==> src/rtl/prand_pkg.sv <==
// prand_pkg: shared types and constants for the random-number scheduler.
//   PRAND_W            - width of the LFSR generator value and seed
//   PRAND_DEFAULT_SEED - seed loaded into the generator after reset
//   prand_state_t      - scheduler state encoding
package prand_pkg;

  localparam int PRAND_W = 64;

  localparam logic [PRAND_W-1:0] PRAND_DEFAULT_SEED = 64'h0123456789ABCDEF;

  typedef enum logic [2:0] {
    LOAD,
    WARM,
    IDLE,
    STEP,
    DELIVER
  } prand_state_t;

endpackage

==> src/rtl/prand_sched_rr_arbiter.sv <==
// rr_arbiter: combinational round-robin arbiter.
//   req       - request vector
//   mask      - requesters excluded from this round (just acknowledged)
//   rr_ptr    - index where the search starts
//   grant     - one-hot grant (all zero when nothing is eligible)
//   grant_idx - index of the granted requester (0 when no grant)
module rr_arbiter #(
  parameter int NUM_REQ = 4,
  parameter int IDX_W   = (NUM_REQ > 1) ? $clog2(NUM_REQ) : 1
) (
  input  logic [NUM_REQ-1:0] req,
  input  logic [NUM_REQ-1:0] mask,
  input  logic [IDX_W-1:0]   rr_ptr,
  output logic [NUM_REQ-1:0] grant,
  output logic [IDX_W-1:0]   grant_idx
);

  logic [NUM_REQ-1:0] eligible;
  logic [IDX_W-1:0]   pos;
  logic               found;

  always_comb begin
    eligible  = req & ~mask;
    grant     = '0;
    grant_idx = '0;
    pos       = '0;
    found     = 1'b0;
    // Walk the ring once starting at rr_ptr; the first eligible wins.
    for (int k = 0; k < NUM_REQ; k++) begin
      pos = IDX_W'((int'(rr_ptr) + k) % NUM_REQ);
      if (!found && eligible[pos]) begin
        found      = 1'b1;
        grant[pos] = 1'b1;
        grant_idx  = pos;
      end
    end
  end

endmodule

==> src/rtl/prand_sched.sv <==
// prand_sched: shares one 64-bit LFSR generator among NUM_REQ consumers.
// Owns the generator's seed load / run controls, warms the generator up after
// every (re)seed and serves draw requests round-robin; each draw advances the
// generator STEPS_PER_DRAW times before the value is delivered.
//   clk, nReset          - clock, asynchronous active-low reset
//   reseed, seed_in      - one-cycle reseed pulse with the new seed
//   req / ack            - level requests / one-hot one-cycle acknowledge
//   rnd_data             - delivered value, valid with ack, held otherwise
//   ready, busy          - generator warmed up / state is not IDLE
//   prng_load, prng_run  - generator seed-load and advance controls
//   prng_seed            - registered seed presented to the generator
//   prng_value           - current generator output
module prand_sched
  import prand_pkg::*;
#(
  parameter int                 NUM_REQ        = 4,
  parameter int                 STEPS_PER_DRAW = 8,
  parameter int                 WARMUP_STEPS   = 64,
  parameter logic [PRAND_W-1:0] DEFAULT_SEED   = PRAND_DEFAULT_SEED
) (
  input  logic               clk,
  input  logic               nReset,
  input  logic               reseed,
  input  logic [PRAND_W-1:0] seed_in,
  input  logic [NUM_REQ-1:0] req,
  output logic [NUM_REQ-1:0] ack,
  output logic [PRAND_W-1:0] rnd_data,
  output logic               ready,
  output logic               busy,
  output logic               prng_load,
  output logic               prng_run,
  output logic [PRAND_W-1:0] prng_seed,
  input  logic [PRAND_W-1:0] prng_value
);

  localparam int IDX_W     = (NUM_REQ > 1) ? $clog2(NUM_REQ) : 1;
  localparam int MAX_STEPS = (WARMUP_STEPS > STEPS_PER_DRAW) ? WARMUP_STEPS : STEPS_PER_DRAW;
  localparam int CNT_W     = $clog2(MAX_STEPS + 1);

  localparam logic [CNT_W-1:0] WARM_COUNT = CNT_W'(WARMUP_STEPS);
  localparam logic [CNT_W-1:0] STEP_COUNT = CNT_W'(STEPS_PER_DRAW);
  localparam logic [CNT_W-1:0] CNT_ONE    = CNT_W'(1);

  if (NUM_REQ < 1 || NUM_REQ > 8) begin : g_bad_num_req
    $error("prand_sched: NUM_REQ must be in 1..8");
  end
  if (STEPS_PER_DRAW < 1) begin : g_bad_steps
    $error("prand_sched: STEPS_PER_DRAW must be at least 1");
  end
  if (WARMUP_STEPS < 1) begin : g_bad_warmup
    $error("prand_sched: WARMUP_STEPS must be at least 1");
  end

  prand_state_t       state, state_nxt;
  logic [CNT_W-1:0]   cnt, cnt_nxt;
  logic [IDX_W-1:0]   rr_ptr;
  logic [IDX_W-1:0]   id;
  logic               reseed_pend;
  logic [NUM_REQ-1:0] grant;
  logic [IDX_W-1:0]   grant_idx;
  logic               grant_take;
  logic [IDX_W-1:0]   ptr_after;

  // The requester acked this cycle may still hold req; mask it so a
  // continuously requesting consumer cannot be served twice in a row.
  rr_arbiter #(
    .NUM_REQ (NUM_REQ),
    .IDX_W   (IDX_W)
  ) u_arb (
    .req       (req),
    .mask      (ack),
    .rr_ptr    (rr_ptr),
    .grant     (grant),
    .grant_idx (grant_idx)
  );

  // A pending or arriving reseed wins over any request in IDLE.
  assign grant_take = (state == IDLE) && !(reseed || reseed_pend) && (|grant);
  assign ptr_after  = (int'(grant_idx) == NUM_REQ - 1) ? '0 : grant_idx + IDX_W'(1);

  always_comb begin
    state_nxt = state;
    cnt_nxt   = cnt;
    case (state)
      LOAD: begin
        state_nxt = WARM;
        cnt_nxt   = WARM_COUNT;
      end
      WARM: begin
        if (cnt == CNT_ONE) state_nxt = IDLE;
        else                cnt_nxt   = cnt - CNT_ONE;
      end
      IDLE: begin
        if (reseed || reseed_pend) begin
          state_nxt = LOAD;
        end else if (|grant) begin
          state_nxt = STEP;
          cnt_nxt   = STEP_COUNT;
        end
      end
      STEP: begin
        if (cnt == CNT_ONE) state_nxt = DELIVER;
        else                cnt_nxt   = cnt - CNT_ONE;
      end
      DELIVER: state_nxt = IDLE;
      default: state_nxt = LOAD;
    endcase
    // Reseeding during seed load or warm-up restarts the whole sequence.
    if (reseed && (state == LOAD || state == WARM)) state_nxt = LOAD;
  end

  always_ff @(posedge clk or negedge nReset) begin
    if (!nReset) begin
      state       <= LOAD;
      cnt         <= '0;
      rr_ptr      <= '0;
      id          <= '0;
      reseed_pend <= 1'b0;
      prng_seed   <= DEFAULT_SEED;
      rnd_data    <= '0;
      ack         <= '0;
    end else begin
      state <= state_nxt;
      cnt   <= cnt_nxt;
      if (reseed) prng_seed <= seed_in;
      // Pending flag is consumed by the transition into LOAD.
      reseed_pend <= (state_nxt == LOAD) ? 1'b0 : (reseed_pend | reseed);
      if (grant_take) begin
        id     <= grant_idx;
        rr_ptr <= ptr_after;
      end
      ack <= '0;
      if (state == DELIVER) begin
        ack[id]  <= 1'b1;
        rnd_data <= prng_value;
      end
    end
  end

  assign prng_load = (state == LOAD);
  assign prng_run  = (state == WARM) || (state == STEP);
  assign ready     = (state == IDLE) || (state == STEP) || (state == DELIVER);
  assign busy      = (state != IDLE);

endmodule

==> config.mk <==
export PLATFORM = sky130hd
export DESIGN_NAME = prand_sched
export DESIGN_NICKNAME = d
export VERILOG_FILES = /design/src/rtl/prand_pkg.sv /design/src/rtl/prand_sched_rr_arbiter.sv /design/src/rtl/prand_sched.sv
export SDC_FILE = /design/constraint.sdc
export NUM_CORES = 1
export LEC_CHECK = 0
export ABC_AREA = 1
export CORE_MARGIN = 2
export CORE_UTILIZATION = 42
export CTS_CLUSTER_DIAMETER = 100
export DETAILED_ROUTE_END_ITERATION = 12
export PLACE_DENSITY = 0.89
export SLEW_MARGIN = 30
export SYNTH_ARGS = -nofsm -noshare
export SYNTH_HDL_FRONTEND = slang
export SYNTH_SLANG_ARGS = --single-unit
==> constraint.sdc <==
create_clock -name clk -period 3.1 [get_ports clk]
set_clock_uncertainty 0.15 [all_clocks]
set_input_delay 0.62 -clock clk [delete_from_list [all_inputs] [get_ports clk]]
set_output_delay 0.62 -clock clk [all_outputs]
set_load 0.005 [all_outputs]
# ---- Yosys cells after proc, flatten, opt, wreduce, memory -nomap -nowiden
# Cells that the tools add are included.
dict set report totals {
  register_bits 147
  in_bits 135
  output_inout_bits 136
  wordCells 107
}
dict set report op_classes {
  addsub 5
  n_lt_le_gt_ge 10
  n_eq_ne 10
  mux 42
  n_bitwise 6
  n_reduce_logical 26
}
# operator count
set op_table {}
lappend op_table {{7-bit 2-to-1 mux} 3}
lappend op_table {{7-bit case mux with 3 select lines} 1}
lappend op_table {{4-bit 2-to-1 mux} 5}
lappend op_table {{2-bit by 3-bit less-than comparator with 1-bit output (second input constant)} 5}
lappend op_table {{3-bit 2-to-1 mux} 5}
lappend op_table {{3-bit case mux with 5 select lines} 1}
lappend op_table {{1-bit 2-to-1 mux} 13}
lappend op_table {{4-bit OR} 3}
lappend op_table {{1-bit logical AND} 11}
lappend op_table {{1-bit demux with 2-bit select} 5}
lappend op_table {{2-bit by 1-bit >= comparator with 1-bit output (second input constant)} 5}
lappend op_table {{2-bit 2-to-1 mux} 5}
lappend op_table {{1-bit binary-select mux with 2-bit select} 4}
lappend op_table {{7-bit by 1-bit == test with 1-bit output (second input constant)} 1}
lappend op_table {{7-bit by 1-bit subtractor with 7-bit output (second input constant)} 1}
lappend op_table {{3-bit by 2-bit == test with 1-bit output (second input constant)} 2}
lappend op_table {{3-bit zero test} 2}
lappend op_table {{1-bit logical OR} 5}
lappend op_table {{2-bit by 1-bit adder with 2-bit output (second input constant)} 2}
lappend op_table {{2-bit adder (second input constant)} 2}
lappend op_table {{4-bit bitwise AND} 1}
lappend op_table {{1-bit zero test} 4}
lappend op_table {{2-bit != test (second input constant)} 2}
lappend op_table {{4-bit inverter} 1}
lappend op_table {{10 further kinds} 10}

# ---- Longest topological paths before layout
dict set report logic_depth {
  ltp_word 21
  mapped_depth 14
  mapped_depth_nobuf 14
}

# ---- Hierarchy
# Synthesis repeated with hierarchy kept, for this count alone.
dict set report unflattened {
  cells_unflattened 615
  hier_area_um2 6302.3
}
# module n_inst cells_each area_each_um2 seq_area_each_um2
set modules_own_cells {}
lappend modules_own_cells {prand_sched 1 528 5803.1 3718.6}
lappend modules_own_cells {rr_arbiter 1 87 499.2 0.0}

# ---- Worst setup path before layout
# No wires, ideal clock.
dict set report synth_path {
  path_kind {register -> register}
  start {register (tool-made name)}
  end {register cnt[1]}
  setup_time_ns 0.119
  arrival_ns 1.901
  required_ns 2.831
  setup_slack_ns 0.930
  stages_incl_launch_ff 11
  path_buffers 1
  path_cell_list {dfrtp_1 > inv_2 > ha_1 > or4_1 > nand2_2 > nand2_2 > nand2_4 > nand2_4 > buf_8 > nand2_2 > o21ai_2}
}
# item line
set synth_lines {}
lappend synth_lines {{end signal: assignment} prand_sched.sv:124} ;# cnt <= cnt_nxt;
lappend synth_lines {{end: declaration} prand_sched.sv:55} ;# logic [CNT_W-1:0] cnt, cnt_nxt;

==> results.md <==
- Clk slew on worst S/H paths: 60 ps
- Critical Path RT: 3290 ps
- Async SR Flop Fraction: 100%
- PnR worst setup slack: 552 ps
- Antenna-violating nets left: 0
- Placeable Area: 14,400 sq um
- Reg2reg end: reseed_pend
- Via/cell ratio: 4.74
- All-layer global routing usage: 22.7%
- Antenna violations before repair: 0
- Vias: 5,596
- Pleak: 4.51 nW
- Setup TNS: 0 ps
- Slew HR: 51.4%
- PortBufs: 270
- Avg Cell Area, Syn: 8.61 sq um
- Final critical-path required period: 2550 ps
- Final setup fails: 0
- CTS Sinks: 147
- Combinational power share: 22.6%
- Clock buffer depth: 2
- Initial DRT Pass Iterations: 4
- Clock Power Share: 36.8%
- Number of global-route vias before repair: 5,730
- Die area: 15,700 sq um
- Row cnt: 44
- Most frequent cells in the layout: 412 x nand2_1, 268 x clkdlybuf4s50_1, 115 x dfrtp_1, 32 x dfstp_2, 23 x inv_1
- Worst slew pin tran: 728 ps
- CTS tree: built
- Ys flop type: dfrtp_1
- DRC viols: 0
- Sequential fraction of the synthesis area: 60.3%
- CTS Buf Count: 17
- Yosys warnings: 0
- Largest net degree at the start of global routing: 71
- Initial Utilization: 42.7%
- Startpoint class of the critical path: flip-flop
- Cells after Synth: 716
- DR iter-0 viols: 325
- Count of cell types in the netlist: 25
- Reg power frac: 40.6%
- Syn Nets: 861
- Worst R2R Path Depth: 13
- Switching power: 1.55 mW
- Post-synth EDFFs: 0
- Number of H-tree levels: 4
- Synth-to-Final Area Change: 56.6%
- Root Driver: clkbuf_16
- Worst-Skew Late Latency: 410 ps
- IR drop worst, VDD: 0.372 mV
- Die Width: 125 microns
- Post-synthesis register bit count: 147
- Final slew viol count: 0
- Routed wire length per instance: 14.6 microns
- WL final: 17,200 microns
- Sw Share: 28.0%
- # nets final: 1,128
- Internal power: 3.99 mW
- CP Class: flip-flop to flip-flop
- First-pass GRT wire length: 28,600 microns
- Outcome: complete, no violations
- Post-CTS Setup Inserts: 0
- Commonest non-fill, non-tap cell in the layout: nand2_1
- Gp weighted congestion: 0.824
- N_diodes: 0
- I/O pin count: 271
- CP endpoint kind: flip-flop
- CP max FO: 14
- Fin crit share: 82.2%
- CP arrival: 2730 ps
- GRT Residual Overflow: 0
- Layout cells sized above 1: 10.8%
- Core Util, Final: 66.9%
- Worst setup path endpoint: reseed_pend
- Syn Std Cell Area: 6160 sq um
- Max-cap violations: 0
- Dpl ws: 501 ps
- Hpwl dp: 12,100 microns
- Endpoints failing hold: 0
- Chip height: 125 microns
- Fmax: 0.392 GHz
- PwrDens: 574 nW/um^2
- Reg-to-reg setup timing slack: 550 ps
- RSZ-0062 raised after global routing: no
- HP Class: flip-flop to flip-flop
-- synth_stat cells (2+ instances only) --
library cell | number | share of area (%)
nor3_1 | 8 | 0.65
nand2_2 | 12 | 1.2
dfstp_2 | 32 | 14
nand2_4 | 3 | 0.55
dfrtp_1 | 115 | 47
nand3_2 | 5 | 0.81
inv_2 | 3 | 0.18
o21ai_0 | 8 | 0.65
o21ai_2 | 7 | 0.99
buf_1 | 4 | 0.24
inv_1 | 25 | 1.5
clkbuf_1 | 24 | 1.5
a21oi_1 | 5 | 0.41
xor2_1 | 4 | 0.57
nand3_1 | 15 | 1.2
ha_1 | 10 | 2.0
nand2_1 | 413 | 25
nor2_1 | 15 | 0.91
or4_1 | 2 | 0.24
-- power by group through the flow --
| stage | sequential [mW] | combinational [mW] | clock (mW) |
|---|---|---|---|
| global placement | 2.27 | 1.20 | 0 |
| CTS | 2.25 | 1.26 | 2.08 |
| detailed placement | 2.28 | 1.25 | 0 |
| global route | 2.28 | 1.40 | 2.17 |
| finish | 2.25 | 1.25 | 2.04 |
| floorplan | 2.27 | 0.652 | 0 |
-- critical path, cell delays in order (launching register included) --
cell and delay (ps):
dfrtp_1 590, inv_2 210, ha_1 380, inv_1 130
nand2_2 80, nand2_4 80, inv_2 50, a21oi_2 120
nand2_1 70, nand2_2 70, nand2_4 80, nand2_4 200
nand2_1 100, a21oi_1 140
-- repair_timing --
action	in CTS	in global routing
resized for setup	0	0
endpoints found under the hold margin	26	0
hold buffers	1	0
-- through the flow --
step	cells	hold WS (ps)	area [sq um]	power, mW
after floorplan	716	174	6160	2.92
after global placement	1147	299	9050	3.47
after detailed placement	1147	303	9050	3.52
after CTS	1180	312	9650	5.59
after global routing	1180	332	9650	5.85
final	1180	308	9650	5.54
-- logic make-up (layout without fill, tap and decap cells) --
family                     count (synthesis)  in the layout  share of synthesized area, %
adders and majority gates                 10             10                          2.03
buffers and inverters                     57            337                          3.65
AOI/OAI and AO/OA                         21             21                          2.19
DFF                                      147            147                          60.3
xor gates and xnor gates                   4              4                         0.568
and+or+nand+nor                          477            477                          31.2
-- worst min path at each step --
stage / start / to / slack (ps) / cells after the start
global route: prng_seed[8] / prng_seed[8] / 330 / 2
global placement: prng_seed[7] / prng_seed[7] / 300 / 2
detailed placement: prng_seed[16] / prng_seed[16] / 300 / 2
floorplan: nReset / asynchronous set/reset pin / 170 / 0
finish: prng_seed[16] / prng_seed[16] / 310 / 2
CTS: prng_seed[16] / prng_seed[16] / 310 / 2
-- per-layer routing --
layer	share of wire, %	vias up	track usage [%]
met5	0	-	0
met3	5.9	45	6.46
met4	3.6	0	11.0
met1	40	2650	27.0
li1	-	2715	-
met2	50	186	38.1
-- cell type report --
cell class	instances	area, sq um
clock buffer	20	467
clock inverter	12	129
fill	1131	4770
inverter	28	105
multi-input combinational	512	2220
sequential	147	3720
tap	184	230
timing repair buffer	277	2780
-- state kept, by name, indices dropped and copies added (netlist names), named ones only --
name	flops
ack	4
cnt	7
id	2
prng_seed	64
reseed_pend	1
rnd_data	64
rr_ptr	1
state	3
Power figures use the tool's default switching activity.
==> RTL change (config.mk and constraints unchanged) <==
Reset style: synchronous (`nReset`), changed in one clocked block. Comments in the files are not updated.
--- a/src/rtl/prand_sched.sv
+++ b/src/rtl/prand_sched.sv
@@ -110,5 +110,5 @@
   end
 
-  always_ff @(posedge clk or negedge nReset) begin
+  always_ff @(posedge clk) begin
     if (!nReset) begin
       state       <= LOAD;
Function: differs if nReset is asserted again (counterexample within 4 cycles, from zero or initial values and one cycle with nReset low); with nReset held inactive, the same outputs for 4 cycles.
==> RTL change against the original RTL <==
Setup slack worse by 4.4 ps. Final area is 6.5% lower. Area after synthesis is 8.4% lower. Sequential cell count stayed put. Sequential share of layout area is 5.9 points lower. Worst hold slack worse by 4.2 ps. Wire length is 2.1% lower. Highest routed layer unchanged.
Power is not compared: it rests on default switching activity, and its combinational part moved more than twofold at a synthesized area within 25%.
==> RTL change: results (changes against the original RTL) <==
status: "complete, no violations"  # unchanged
timing.fmax_ghz: 0.392  # about the same
first_global_vias: 5767  # was 5730
async_flop_share_pct: 0  # was 100%
drt_iter0_markers: 402  # was 325
dp.cells: 1165  # was 1147
critPathMaxFanout: 12  # was 14
synth_ff_type: "dfxtp_1"  # was dfrtp_1
grt_pass1_wl_mm: 27.2  # was 28.6 mm
yosys-top-cells-count: "nor2_1, dfxtp_1, nand2_1"  # was nand2_1, dfrtp_1, dfstp_2
vias: 5891  # was 5596
num-fill-cells: 1030  # was 1131
synthesis.nets: 900  # was 861
dpl.hpwl_mm: 11.6  # was 12.1 mm
wire_per_inst_um: 14.1  # was 14.6 um
holdWs_ps: 304  # was 308 ps
hold_start: "prng_seed[1]$_SDFFE_PN1P_"  # was prng_seed[16]$_DFFE_PN1P_
grt_use_total_pct: 23.4  # was 22.7%
syn_area_per_cell_um2: 7.48  # was 8.61 um^2
drt_wl_total_mm: 16.8  # was 17.2 mm
crit_arrival_ps: 2750  # was 2730 ps
ys_top_cells_by_area: "dfxtp_1, nor2_1, o21ai_0, nand2_1, nand3_1"  # was dfrtp_1, nand2_1, dfstp_2, ha_1, inv_1
reg2reg_depth: 15  # was 13
holdPathEnd: "prng_seed[1]$_SDFFE_PN1P_"  # was prng_seed[16]$_DFFE_PN1P_
grt_max_degree: 66  # was 71
place_worst_setup_slack_ps: 586  # was 501 ps
-- RTL change: cell count changes after synthesis, moves of 7 or more --
cell,before,now
dfxtp_1,0,147
nand3_1,15,53
dfstp_2,32,0
o21ai_0,8,99
nand2_1,413,103
nor2_1,15,222
o21ai_2,7,0
dfrtp_1,115,0
clkbuf_1,24,37
a21oi_1,5,12
-- RTL change: cell families (layout without fill, tap and decap cells) --
family | Yosys count | after routing | share of synthesized area (%)
AND/OR/NAND/NOR | 405 | 405 | 29.7
flip-flops | 147 | 147 | 52.1
AO/OA/AOI/OAI | 115 | 115 | 10.3
buffers and inverters | 73 | 338 | 4.98
adder cells (fa/ha/maj) | 10 | 10 | 2.21
XOR/XNOR | 5 | 5 | 0.775
-- RTL change: layout make-up --
| type | count | area share (%) |
|---|---|---|
| sequential | 147 | 32.6 |
| clock inverter | 9 | 0.901 |
| timing repair buffer | 277 | 30.6 |
| inverter | 30 | 1.25 |
| tap | 176 | 2.44 |
| clock buffer | 22 | 5.26 |
| multi-input combinational | 535 | 27.0 |
-- RTL change: metal layers --
layer	share of wire [%]	global-route usage, %	vias up
met4	3.9	12.0	0
li1	-	-	2912
met2	50	39.6	208
met5	0	0	-
met1	39	26.5	2717
met3	7.0	7.18	54
-- RTL change: power by group through the flow --
stage	Clock, uW	Sequential, uW	Combinational (uW)
floorplan	0	2030	169
CTS	1940	1990	511
global placement	0	2030	500
global route	2030	2000	558
detailed placement	0	2030	505
finish	1910	1990	508
-- RTL change: worst max-delay path: stages (launching register included) --
cell	delay, ps
dfxtp_1	550
inv_2	200
ha_1	420
inv_1	110
nand3_1	90
nand2_2	90
inv_2	60
nor2_4	110
nand2_2	70
nand2_2	60
nand2_2	50
nand2_2	80
nand2_4	110
nand2_4	140
nand2_1	90
a21oi_1	120
-- RTL change: worst max path at each step --
stage                      start                     end  depth (start not counted)
after floorplan             flop      id[1]$_SDFFE_PN0P_                         15
after global placement    req[3]     cnt[6]$_SDFFE_PN0P_                         15
after detailed placement  req[3]  reseed_pend$_SDFF_PP0_                         14
after CTS                   flop     cnt[0]$_SDFFE_PN0P_                         15
after global routing        flop  reseed_pend$_SDFF_PP0_                         15
final                       flop  reseed_pend$_SDFF_PP0_                         15
-- RTL change: metrics by stage --
step	power, uW	area (um^2)
5_1_grt	4590	9020
4_1_cts	4440	9020
3_5_place_dp	2540	8470
3_3_place_gp	2530	8470
6_report	4410	9020
2_1_floorplan	2200	5650
